File: src/rtl/inst_fetch_unit.sv
// Instruction fetch front end: issues word reads to instruction memory, buffers the
// returned words with their addresses in a prefetch FIFO, and hands them to decode.
module inst_fetch_unit #(
  parameter int                ADDR_W     = 30,
  parameter int                DATA_W     = 32,
  parameter int                DEPTH      = 4,
  parameter logic [ADDR_W-1:0] RESET_ADDR = '0
) (
  input  logic              clk,
  input  logic              rst,
  input  logic              go,
  output logic [ADDR_W-1:0] inst_addr,
  output logic              inst_req,
  input  logic [DATA_W-1:0] inst_bus,
  output logic [DATA_W-1:0] ib,
  output logic [ADDR_W-1:0] ib_pc,
  output logic              ib_valid,
  input  logic              ib_ready,
  input  logic              redirect,
  input  logic [ADDR_W-1:0] redirect_addr
);

  localparam int PTR_W = $clog2(DEPTH);
  localparam int CNT_W = PTR_W + 1;
  localparam int OCC_W = CNT_W + 1;

  typedef enum logic {HOLD, FETCH} state_e;

  state_e            state_q, state_d;
  logic [ADDR_W-1:0] pc_q, pc_d;
  logic [ADDR_W-1:0] inst_addr_q, inst_addr_d;
  logic              inst_req_q, inst_req_d;
  logic              inflight_q, inflight_d;
  logic              stale_q, stale_d;
  logic [ADDR_W-1:0] resp_addr_q, resp_addr_d;
  logic [PTR_W-1:0]  wr_ptr_q, wr_ptr_d;
  logic [PTR_W-1:0]  rd_ptr_q, rd_ptr_d;
  logic [CNT_W-1:0]  count_q, count_d;

  logic [DATA_W-1:0] data_mem [DEPTH];
  logic [ADDR_W-1:0] pc_mem   [DEPTH];

  logic              push, pop, issue, mem_we;
  logic [OCC_W-1:0]  occupancy;

  // Occupancy counts buffered words plus both pipeline slots that may still deliver one,
  // so the FIFO can never be asked to accept more than DEPTH words.
  assign occupancy = OCC_W'(count_q) + OCC_W'(inst_req_q) + OCC_W'(inflight_q);

  always_comb begin
    // NOTE: every variable gets a default first, so no path can infer a latch.
    state_d     = state_q;
    pc_d        = pc_q;
    inst_addr_d = inst_addr_q;
    inst_req_d  = 1'b0;
    inflight_d  = inst_req_q;
    stale_d     = 1'b0;
    resp_addr_d = inst_addr_q;
    wr_ptr_d    = wr_ptr_q;
    rd_ptr_d    = rd_ptr_q;
    count_d     = count_q;

    push   = inflight_q && !stale_q;
    pop    = (count_q != '0) && ib_ready;
    issue  = ((state_q == FETCH) || go) && (occupancy < OCC_W'(DEPTH));
    mem_we = 1'b0;

    if (state_q == HOLD && go) state_d = FETCH;

    if (redirect) begin
      // Flush wins over everything; a request on the bus now returns next cycle and is dropped.
      pc_d     = redirect_addr;
      stale_d  = inst_req_q;
      wr_ptr_d = '0;
      rd_ptr_d = '0;
      count_d  = '0;
    end else begin
      if (issue) begin
        inst_req_d  = 1'b1;
        inst_addr_d = pc_q;
        pc_d        = pc_q + ADDR_W'(1);
      end
      if (push) begin
        mem_we   = 1'b1;
        wr_ptr_d = wr_ptr_q + PTR_W'(1);
      end
      if (pop) rd_ptr_d = rd_ptr_q + PTR_W'(1);
      case ({push, pop})
        2'b10:   count_d = count_q + CNT_W'(1);
        2'b01:   count_d = count_q - CNT_W'(1);
        default: count_d = count_q;
      endcase
    end
  end

  always_ff @(posedge clk) begin
    if (rst) begin
      // NOTE: sequential state uses non-blocking assignments so all flops update together.
      state_q     <= HOLD;
      pc_q        <= RESET_ADDR;
      inst_addr_q <= RESET_ADDR;
      inst_req_q  <= 1'b0;
      inflight_q  <= 1'b0;
      stale_q     <= 1'b0;
      resp_addr_q <= RESET_ADDR;
      wr_ptr_q    <= '0;
      rd_ptr_q    <= '0;
      count_q     <= '0;
    end else begin
      state_q     <= state_d;
      pc_q        <= pc_d;
      inst_addr_q <= inst_addr_d;
      inst_req_q  <= inst_req_d;
      inflight_q  <= inflight_d;
      stale_q     <= stale_d;
      resp_addr_q <= resp_addr_d;
      wr_ptr_q    <= wr_ptr_d;
      rd_ptr_q    <= rd_ptr_d;
      count_q     <= count_d;
    end
  end

  // NOTE: storage is not reset; count_q gates visibility, so stale contents are never seen.
  always_ff @(posedge clk) begin
    if (mem_we) begin
      data_mem[wr_ptr_q] <= inst_bus;
      pc_mem[wr_ptr_q]   <= resp_addr_q;
    end
  end

  assign inst_addr = inst_addr_q;
  assign inst_req  = inst_req_q;
  assign ib        = data_mem[rd_ptr_q];
  assign ib_pc     = pc_mem[rd_ptr_q];
  assign ib_valid  = (count_q != '0);

endmodule

File: config.mk
export PLATFORM = sky130hd
export DESIGN_NAME = inst_fetch_unit
export DESIGN_NICKNAME = d
export VERILOG_FILES = /design/src/rtl/inst_fetch_unit.sv
export SDC_FILE = /design/constraint.sdc
export NUM_CORES = 1
export LEC_CHECK = 0
export BUFFER_PORTS_ARGS = -buffer_cell sky130_fd_sc_hd__buf_2
export CAP_MARGIN = 5
export CORE_MARGIN = 2
export CORE_UTILIZATION = 35
export CTS_CLUSTER_DIAMETER = 200
export DETAILED_ROUTE_END_ITERATION = 8
export PLACE_DENSITY = 0.63
export SLEW_MARGIN = 20
export SYNTH_ARGS = -nofsm -noshare
export SYNTH_HDL_FRONTEND = slang
export SYNTH_SLANG_ARGS = --single-unit
File: constraint.sdc
create_clock -name clk -period 8 [get_ports clk]
set_clock_uncertainty 0.05 [all_clocks]
set_input_delay 0.8 -clock clk [delete_from_list [all_inputs] [get_ports clk]]
set_output_delay 0.8 -clock clk [all_outputs]
set_load 0.05 [all_outputs]
Word level (Yosys, flattened, before mapping)
Memory sizes are Yosys's and may differ from the RTL's. A register that Yosys moved wholly into a read port is not among the register bits.
Index checks and enable logic that the tools add are counted.
{"block": "word_totals", "memories": 2, "elab_cells": 48, "input_bits": 67, "out_inout_bits": 94, "mem_bits_rw": 248, "reg_bits": 101}
{"block": "op_classes", "eq_ne": 2, "n_addsub": 7, "magnitude_cmp": 1, "muxes": 12, "n_reduce_logical": 12, "bitwise": 2}
{"memory": "data_mem", "words": 4, "word_bits": 32, "rd": 1, "rd_ports_with_merged_regs": 1, "wr": 1, "line_no": "40", "text": "logic [DATA_W-1:0] data_mem [DEPTH];"}
{"memory": "pc_mem", "words": 4, "word_bits": 30, "rd": 1, "rd_ports_with_merged_regs": 1, "wr": 1, "line_no": "41", "text": "logic [ADDR_W-1:0] pc_mem [DEPTH];"}
{"cell": "$mux 30", "n": 2}
{"cell": "$add 30x1->30 const B", "n": 1}
{"cell": "$mux 2", "n": 4}
{"cell": "$pmux 3 s2", "n": 1}
{"cell": "$mux 1", "n": 5}
{"cell": "$add 2x1->2 const B", "n": 2}
{"cell": "$add 3x1->4", "n": 1}
{"cell": "$add 4x1->4", "n": 1}
{"cell": "$logic_and 1x1->1", "n": 4}
{"cell": "$lt 4x3->1 const B", "n": 1}
{"cell": "$reduce_bool 2->1", "n": 2}
{"cell": "$reduce_or 2->1", "n": 2}
{"cell": "$add 3x1->3 const B", "n": 1}
{"cell": "$reduce_bool 3->1", "n": 1}
{"cell": "$sub 3x1->3 const B", "n": 1}
{"cell": "$eq 2x1->1 const B", "n": 1}
{"cell": "$eq 2x2->1 const B", "n": 1}
{"cell": "$not 1->1", "n": 2}
{"cell": "$reduce_and 2->1", "n": 1}
{"cell": "$logic_not 1->1", "n": 1}
{"cell": "$logic_or 1x1->1", "n": 1}

Logic depth before layout (Yosys ltp)
Gate-level depths: netlist of run 1.
{"block": "depth", "ltp_word": 6, "depth_mapped": 8, "ltp_nobuf": 8}

Worst setup path after synthesis of run 1
Ideal clock, no wire load.
{"block": "synth_path", "path_kind": "input-to-reg", "start": "input port redirect", "end": "memory data_mem[0][0] (enable)", "cell_stages": 3, "arrival_time_ns": 2.681, "slack_ns": 4.842, "setup_ns": 0.427, "path_cell_list": "buf_1 nor2_1 and2_1"}
{"block": "synth_between", "elab_chain_len": 3}
{"item": "start, declared", "line_no": "19", "text": "input logic redirect,"}
{"item": "$mux 1", "line_no": "70", "text": "if (redirect) begin"}
{"item": "$mux 1", "line_no": "125", "text": "if (mem_we) begin"}
{"item": "$mux 1 (implied by the code)", "line_no": "126", "text": "data_mem[wr_ptr_q] <= inst_bus;"}
{"item": "end, declared", "line_no": "40"}
No other way between the ends.

==> summary.md, run 1 <==
| Metric | Value |
|---|---|
| Drt pass-1 iters | `6` |
| Root Buffer | `clkbuf_16` |
| Clock group share of total power | `a little over two fifths` |
| CP max stage cell | `dfxtp_4` |
| Crit path buf inv count | `2` |
| Sequential area share after synthesis | `around three quarters` |
| Final WS setup | `~4.3 ns` |
| Hold Path End | `resp_addr_q[7]$_SDFF_PP0_` |
| Largest net degree at the start of global routing | `between 60 and 70` |
| Worst-Margin Slew | `~1 ns` |
| Final setup vio count | `0` |
| Wire length per cell | `between 15 and 20 um` |
| Crit path time final | `around 3.7 ns` |
| Core Region | `between 30000 and 40000 um2` |
| Type of the worst min-delay path | `register to register` |
| Max cap viols | `0` |
| Initial Util | `between 30% and 40%` |
| Number of global-route vias before repair | `a little over 7k` |
| Power Dens Cells | `254.1 nW/um2` |
| Share of cells above drive strength 1 | `between 30% and 40%` |
| Library cells used by synthesis | `between 40 and 50` |
| Die Y | `196.7 um` |
| Sink Count | `about 350` |
| Global-route wire length before repair | `41420 um` |
| Hold path cells | `1` |
| Final wirelength | `27410 um` |
| Synth Instances | `roughly 740` |
| Via count | `between 6k and 7k` |
| Ys Warns | `0` |
| Clk buf depth | `3` |
| GRT overflow | `0` |
| Total CTS buffers | `38` |
| Post-CTS Resized | `0` |
| TritonCTS clock tree | `yes` |
| Endpoints failing hold | `0` |
| Setup TNS | `0 ns` |
| H-tree depth | `2` |
| Comb pwr share | `under 10%` |
| RR Endpoint | `inst_addr[18]$_SDFFE_PP0P_` |
| Fin util | `42.37%` |
| Leakage | `5.420 nW` |
| RD Place Congestion | `around 0.77` |
| Startpoint types | `register` |
| Status | `completed` |
| Worst hold slack | `~0.42 ns` |
| Worst R2R Start | `count_q[0]$_SDFFE_PP0P_` |
| Total GRT Usage | `14.21%` |
| Clk_lat worst skew | `~0.52 ns` |
| Die W | `between 150 and 200 um` |
| ANT nets after route | `0` |
| Seq pwr share | `between 50% and 60%` |
| Maximum vdd drop | `between 0.09 and 0.1 mV` |
| Worst R2R Path Depth | `7` |
| Switching pwr | `between 0.0008 and 0.0009 W` |
| I/O pin total | `161` |
| Crit path cell chain | `buf_4, mux4_2, buf_2` |
| RSZ-0062 raised after global routing | `false` |
| Worst Path Required | `7.15 ns` |
| Crit Path Max Fanout | `38` |
| Synthesized Nets | `slightly above 800` |
| Internal power | `roughly 0.003 W` |
| Max-slew violation count | `0` |
| Initial drt markers | `317` |
| Mean Syn Cell Area | `about 18 um2` |
| Clk slew on worst S/H paths | `~0.070 ns` |
| DP HPWL | `16600 um` |
| Post CTS Setup Buffer Count | `0` |
| Slack of the worst reg-to-reg path | `between 5 and 6 ns` |
| Row cnt | `70` |
| Die Area | `a little under 40000 um2` |
| Ant diodes | `0` |
| Via density | `just under 5` |
| Port buffer count | `160` |
| Largest delay share family, worst path | `buffers and inverters` |
| Initial antenna violation count | `0` |
| Fill cells | `approximately 3.3k` |
| Worst slew margin | `a little under a third` |
| Hold path start | `inst_addr[7]$_SDFFE_PP0P_` |
| Area grow syn2layout | `19.35%` |
| Sw frac | `21.95%` |
| Number of remaining DRC errors | `0` |
| Synthesized area | `around 13000 um2` |
| Critical Path End Type | `output port` |
| Layout Nets | `a little under 1k` |
| Max incr delay on CP | `between 0.6 and 0.7 ns` |
| CP Class | `register to output port` |
| Max Fclk | `roughly 270 MHz` |
| WP data arrival | `~2.8 ns` |
| Fin crit share | `between 40% and 50%` |
| #FFs+latches synth | `351` |
| Pre-CTS WS | `around 4.8 ns` |
| Hold-fix buffers, CTS | `0` |
-- flip-flops by register name (all words and copies together) (netlist names), named ones only --
| signal | cells |
|---|---|
| inst_req | 1 |
| pc_mem | 120 |
| inst_addr | 30 |
| rd_ptr_q | 2 |
| resp_addr_q | 30 |
| pc_q | 30 |
| wr_ptr_q | 2 |
| state_q | 1 |
| count_q | 3 |
| data_mem | 128 |
| inflight_q | 1 |
| stale_q | 1 |
-- through the flow --
stage	std cells	area [um2]	total power (W)
4_1_cts	1398	15510	0.003989
3_3_place_gp	1330	14280	0.002262
5_1_grt	1398	15510	0.004081
3_5_place_dp	1330	14280	0.002266
6_report	1398	15510	0.003941
2_1_floorplan	735	13000	0.002188
-- Yosys cell counts (all sizes together) --
cell | n | area (um2)
xor2 | 15 | 131.4
and3 | 2 | 12.51
nor4 | 4 | 61.31
nor2b | 32 | 200.2
ha | 7 | 87.58
and2 | 10 | 62.56
a2111oi | 1 | 8.760
o211a | 1 | 10.01
nor2 | 17 | 63.81
nor3 | 3 | 15.01
o21ai | 1 | 5.000
mux2 | 1 | 11.26
clkbuf | 24 | 91.33
mux2i | 3 | 30.03
dfxtp | 103 | 2062
nor3b | 7 | 52.55
o22a | 30 | 262.8
fa | 1 | 20.02
o21a | 17 | 127.6
or3b | 1 | 8.760
o21ba | 1 | 10.01
nand4 | 14 | 102.6
o22ai | 10 | 75.07
or3 | 2 | 12.51
mux4 | 62 | 1396
nand2b | 2 | 12.51
a21oi | 27 | 135.1
o211ai | 1 | 7.510
a211oi | 1 | 7.510
and4 | 1 | 8.760
nand2 | 12 | 45.04
xnor2 | 18 | 157.7
inv | 25 | 93.84
buf | 14 | 67.57
or2 | 1 | 6.260
edfxtp | 248 | 7447
and4b | 1 | 10.01
nand3 | 15 | 75.07
-- routing by layer --
metal  vias up  track usage [%]  routed length [um]
li1       3190                -                   -
met5         -                0                   0
met2       172            23.52               13240
met4         0            4.372                 552
met3        42            3.285                1334
met1      3458            18.71               12290
-- area by class of cell --
class / instances / area, um2 / area share (%)
Clock buffer: 53 / 1101 / 7.099
Tap cell: 468 / 585.6 / 3.775
Timing Repair Buffer: 165 / 838.3 / 5.405
Clock inverter: 15 / 131.4 / 0.8470
Inverter: 25 / 93.84 / 0.6050
Sequential cell: 351 / 9517 / 61.36
Multi-Input combinational cell: 321 / 3243 / 20.91
-- cell usage in the layout, fill, tap and decap left out, types with 7 or more instances in the layout --
master | Yosys | routed
o21a_1 | 17 | 17
ha_1 | 7 | 7
nand2_1 | 12 | 12
clkbuf_16 | 0 | 41
xor2_1 | 15 | 15
a21oi_1 | 27 | 27
nor2b_1 | 32 | 32
buf_2 | 12 | 160
edfxtp_1 | 248 | 248
mux4_2 | 62 | 62
o22ai_1 | 8 | 8
dfxtp_1 | 103 | 101
xnor2_1 | 18 | 18
clkbuf_1 | 23 | 9
nor3b_1 | 7 | 7
inv_1 | 23 | 23
o22a_1 | 30 | 30
nand4_1 | 13 | 13
clkinv_1 | 0 | 7
nor2_1 | 17 | 17
nand3_1 | 15 | 15
-- worst max path at each step --
stage / start / endpoint / slack [ns] / cells after the start
2_1_floorplan: redirect / data_mem[0][0]$_DFFE_PP_ / 4.84 / 3
3_3_place_gp: register / ib_pc[26] / 4.77 / 3
3_5_place_dp: register / ib[23] / 4.77 / 3
4_1_cts: register / ib[23] / 4.20 / 3
5_1_grt: register / ib_pc[27] / 4.07 / 3
6_report: register / ib[23] / 4.33 / 3
-- power groups by stage --
| stage | logic [W] | clock network (W) | registers, W |
|---|---|---|---|
| after detailed placement | 0.000210 | 0 | 0.00206 |
| final | 0.000208 | 0.00172 | 0.00202 |
| after CTS | 0.000211 | 0.00176 | 0.00202 |
| after floorplan | 0.0000979 | 0 | 0.00209 |
| after global placement | 0.000208 | 0 | 0.00205 |
| after global routing | 0.000223 | 0.00184 | 0.00202 |
-- cell families (layout without fill, tap and decap cells) --
| group | Yosys count | in the layout | share of synthesized area [%] |
|---|---|---|---|
| compound gates | 90 | 90 | 4.997 |
| xor+xnor | 33 | 33 | 2.224 |
| mux | 66 | 66 | 11.06 |
| simple gates | 124 | 124 | 5.767 |
| fa+ha+maj | 8 | 8 | 0.8280 |
| buf+inv | 63 | 258 | 1.945 |
| flops | 351 | 351 | 73.18 |
Note: power is estimated with default switching activity, not from simulation.
==> inputs of run 2 (changes only) <==
--- a/config.mk
+++ b/config.mk
@@ -11,7 +11,7 @@
 export CORE_UTILIZATION = 35
 export CTS_CLUSTER_DIAMETER = 200
 export DETAILED_ROUTE_END_ITERATION = 8
-export PLACE_DENSITY = 0.63
+export PLACE_DENSITY = 0.65
 export SLEW_MARGIN = 20
 export SYNTH_ARGS = -nofsm -noshare
 export SYNTH_HDL_FRONTEND = slang
==> constraint.sdc (replaced) <==
create_clock -name clk -period 3.3 [get_ports clk]
set_clock_uncertainty 0.05 [all_clocks]
set_input_delay 0.33 -clock clk [delete_from_list [all_inputs] [get_ports clk]]
set_output_delay 0.33 -clock clk [all_outputs]
set_load 0.05 [all_outputs]
==> summary.md, run 2 (synthesis results as in run 1) <==
| Metric | Value |
|---|---|
| Power Dens Cells | `around 600 nW/um2` |
| Post-CTS Resized | `0` |
| Number of global-route vias before repair | `7290` |
| Fin crit share | `81.62%` |
| Row cnt | `70` |
| GRT overflow | `0` |
| Crit path buf inv count | `2` |
| Maximum vdd drop | `0.2659 mV` |
| Max Fclk | `approximately 370 MHz` |
| RSZ-0062 raised after global routing | `false` |
| Share of cells above drive strength 1 | `between 30% and 40%` |
| Via count | `roughly 7k` |
| Hold Path End | `pc_q[3]$_SDFFE_PP0P_` |
| Top Registers | `data_mem (128), pc_mem (120)` |
| Fill cells | `approximately 3.3k` |
| CP max stage cell | `dfxtp_4` |
| Final setup vio count | `0` |
| Layout Nets | `just over 1k` |
| Startpoint types | `register` |
| Area grow syn2layout | `23.55%` |
| H-tree depth | `2` |
| Core Region | `36610 um2` |
| Ant diodes | `0` |
| Total GRT Usage | `approximately 15%` |
| Crit path time final | `between 2 and 3 ns` |
| Drt pass-1 iters | `5` |
| Initial drt markers | `between 400 and 500` |
| Die Y | `roughly 200 um` |
| Max-slew violation count | `0` |
| Number of remaining DRC errors | `0` |
| Biggest register | `data_mem` |
| Wire length per cell | `19.67 um` |
| WP data arrival | `between 2 and 2.5 ns` |
| Slack of the worst reg-to-reg path | `about 0.90 ns` |
| Largest register FFs | `about 130` |
| Endpoints failing hold | `0` |
| Commonest cells after routing, fill and taps aside | `edfxtp_1, buf_2, dfxtp_1, mux4_2, clkbuf_16` |
| Setup TNS | `0 ns` |
| Port buffer count | `160` |
| Worst Path Required | `between 2 and 3 ns` |
| Die Area | `~39000 um2` |
| Max cap viols | `0` |
| Worst slew margin | `a little over half` |
| DP HPWL | `18500 um` |
| RR Endpoint | `inst_addr[2]$_SDFFE_PP0P_` |
| Clk buf depth | `3` |
| Leakage | `roughly 5.7 nW` |
| Reg area | `9517 um2` |
| Die W | `just under 200 um` |
| Crit path cell chain | `buf_4, mux4_2, buf_2` |
| I/O pin total | `161` |
| Post CTS Setup Buffer Count | `0` |
| Largest delay share family, worst path | `flip-flops` |
| Largest net degree at the start of global routing | `63` |
| Global-route wire length before repair | `43550 um` |
| Sink Count | `~350` |
| Root Buffer | `clkbuf_16` |
| Initial Util | `a little over a third` |
| Via density | `~4.9` |
| Most common cell after layout, fill and taps aside | `edfxtp_1` |
| Type of the worst min-delay path | `input pin to register` |
| Worst R2R Start | `count_q[0]$_SDFFE_PP0P_` |
| TritonCTS clock tree | `yes` |
| RD Place Congestion | `around 0.81` |
| Critical Path End Type | `output port` |
| Area occupied by multi-input gates | `approximately 3200 um2` |
| CP Class | `register to output port` |
| ANT nets after route | `0` |
| Hold path start | `redirect_addr[3]` |
| Clk_lat worst skew | `roughly 0.52 ns` |
| Crit Path Max Fanout | `20` |
| Worst R2R Path Depth | `6` |
| Max incr delay on CP | `0.65 ns` |
| Status | `completed` |
| Clk slew on worst S/H paths | `0.06 ns` |
| Total power | `0.009712 W` |
| Final wirelength | `approximately 29000 um` |
| Hold path cells | `3` |
| Total CTS buffers | `38` |
| Worst-Margin Slew | `0.6877 ns` |
| Initial antenna violation count | `0` |
run 2: changes by cell type in the layout (fill, tap and decap cells not counted):
cell,delta
clkbuf_16,-3
bufinv_16,+4
clkbuf_1,+7
buf_12,+5
buf_4,+9
inv_6,+2
dlygate4sd3_1,+35
clkinv_2,+1
clkbuf_8,-3
inv_8,-1
clkinvlp_4,-2
clkinv_8,+1
clkinv_1,-4
run 2: layout make-up:
type	instances	area share, %
Clock buffer	54	6.297
Clock inverter	16	1.551
Inverter	25	0.5845
Multi-Input combinational cell	321	20.20
Sequential cell	351	59.27
Tap cell	468	3.647
Timing Repair Buffer	214	8.448
run 2: worst register-to-register path: cells and delay by family (launching register included):
kind                       cells  cell delay (ns)
AOI/OAI and AO/OA              3             0.83
buffers and inverters          1             0.52
DFF                            1             0.38
and+or+nand+nor                1             0.32
adders and majority gates      1             0.25
run 2: timing repair:
action | in CTS | in global routing
endpoints found under the setup margin | 0 | 0
hold endpoints to repair | 131 | 0
hold buffers | 35 | 0
run 2: routing by layer:
layer  wire (um)  track usage, %  share of wire (%)  vias up
li1            -               -                  -     3284
met1       12450           20.18                 44     3557
met2       13750           24.43                 48      217
met3        1694           2.926                5.9       52
met4         615           4.372                2.2        0
met5           0               0                  0        -
run 2: worst max path at each step:
| stage | start | to | slack, ns | depth (start not counted) |
|---|---|---|---|---|
| final | register | ib_pc[18] | 0.61 | 3 |
| after global routing | register | ib_pc[11] | 0.45 | 3 |
| after CTS | register | ib_pc[18] | 0.50 | 3 |
| after detailed placement | redirect | inst_addr[4]$_SDFFE_PP0P_ | 0.94 | 5 |
| after global placement | inflight_q$_SDFF_PP0_ | data_mem[3][27]$_DFFE_PP_ | 0.98 | 5 |
| after floorplan | inflight_q$_SDFF_PP0_ | data_mem[0][0]$_DFFE_PP_ | 0.57 | 4 |
run 2: report_power, final:
group          leakage (nW)  internal [W]  total (W)  switching [W]
Clock                 0.609       0.00262    0.00427        0.00165
Combinational          1.96      0.000190   0.000542       0.000352
Sequential             3.10       0.00480    0.00490      0.0000909
Total                  5.67       0.00762    0.00971        0.00210
run 2: per-stage QoR:
stage               hold WS [ns]  setup slack (ns)  utilization [%]  std cells  cell area (um2)
global placement          0.4010            0.9804            39.46       1344            14450
global route             0.02046            0.4506            43.86       1449            16060
finish                   0.02245            0.6065            43.86       1449            16060
detailed placement        0.4099            0.9357            39.46       1344            14450
floorplan                 0.3633            0.5743                -        735            13000
CTS                     0.001500            0.4979            43.86       1449            16060
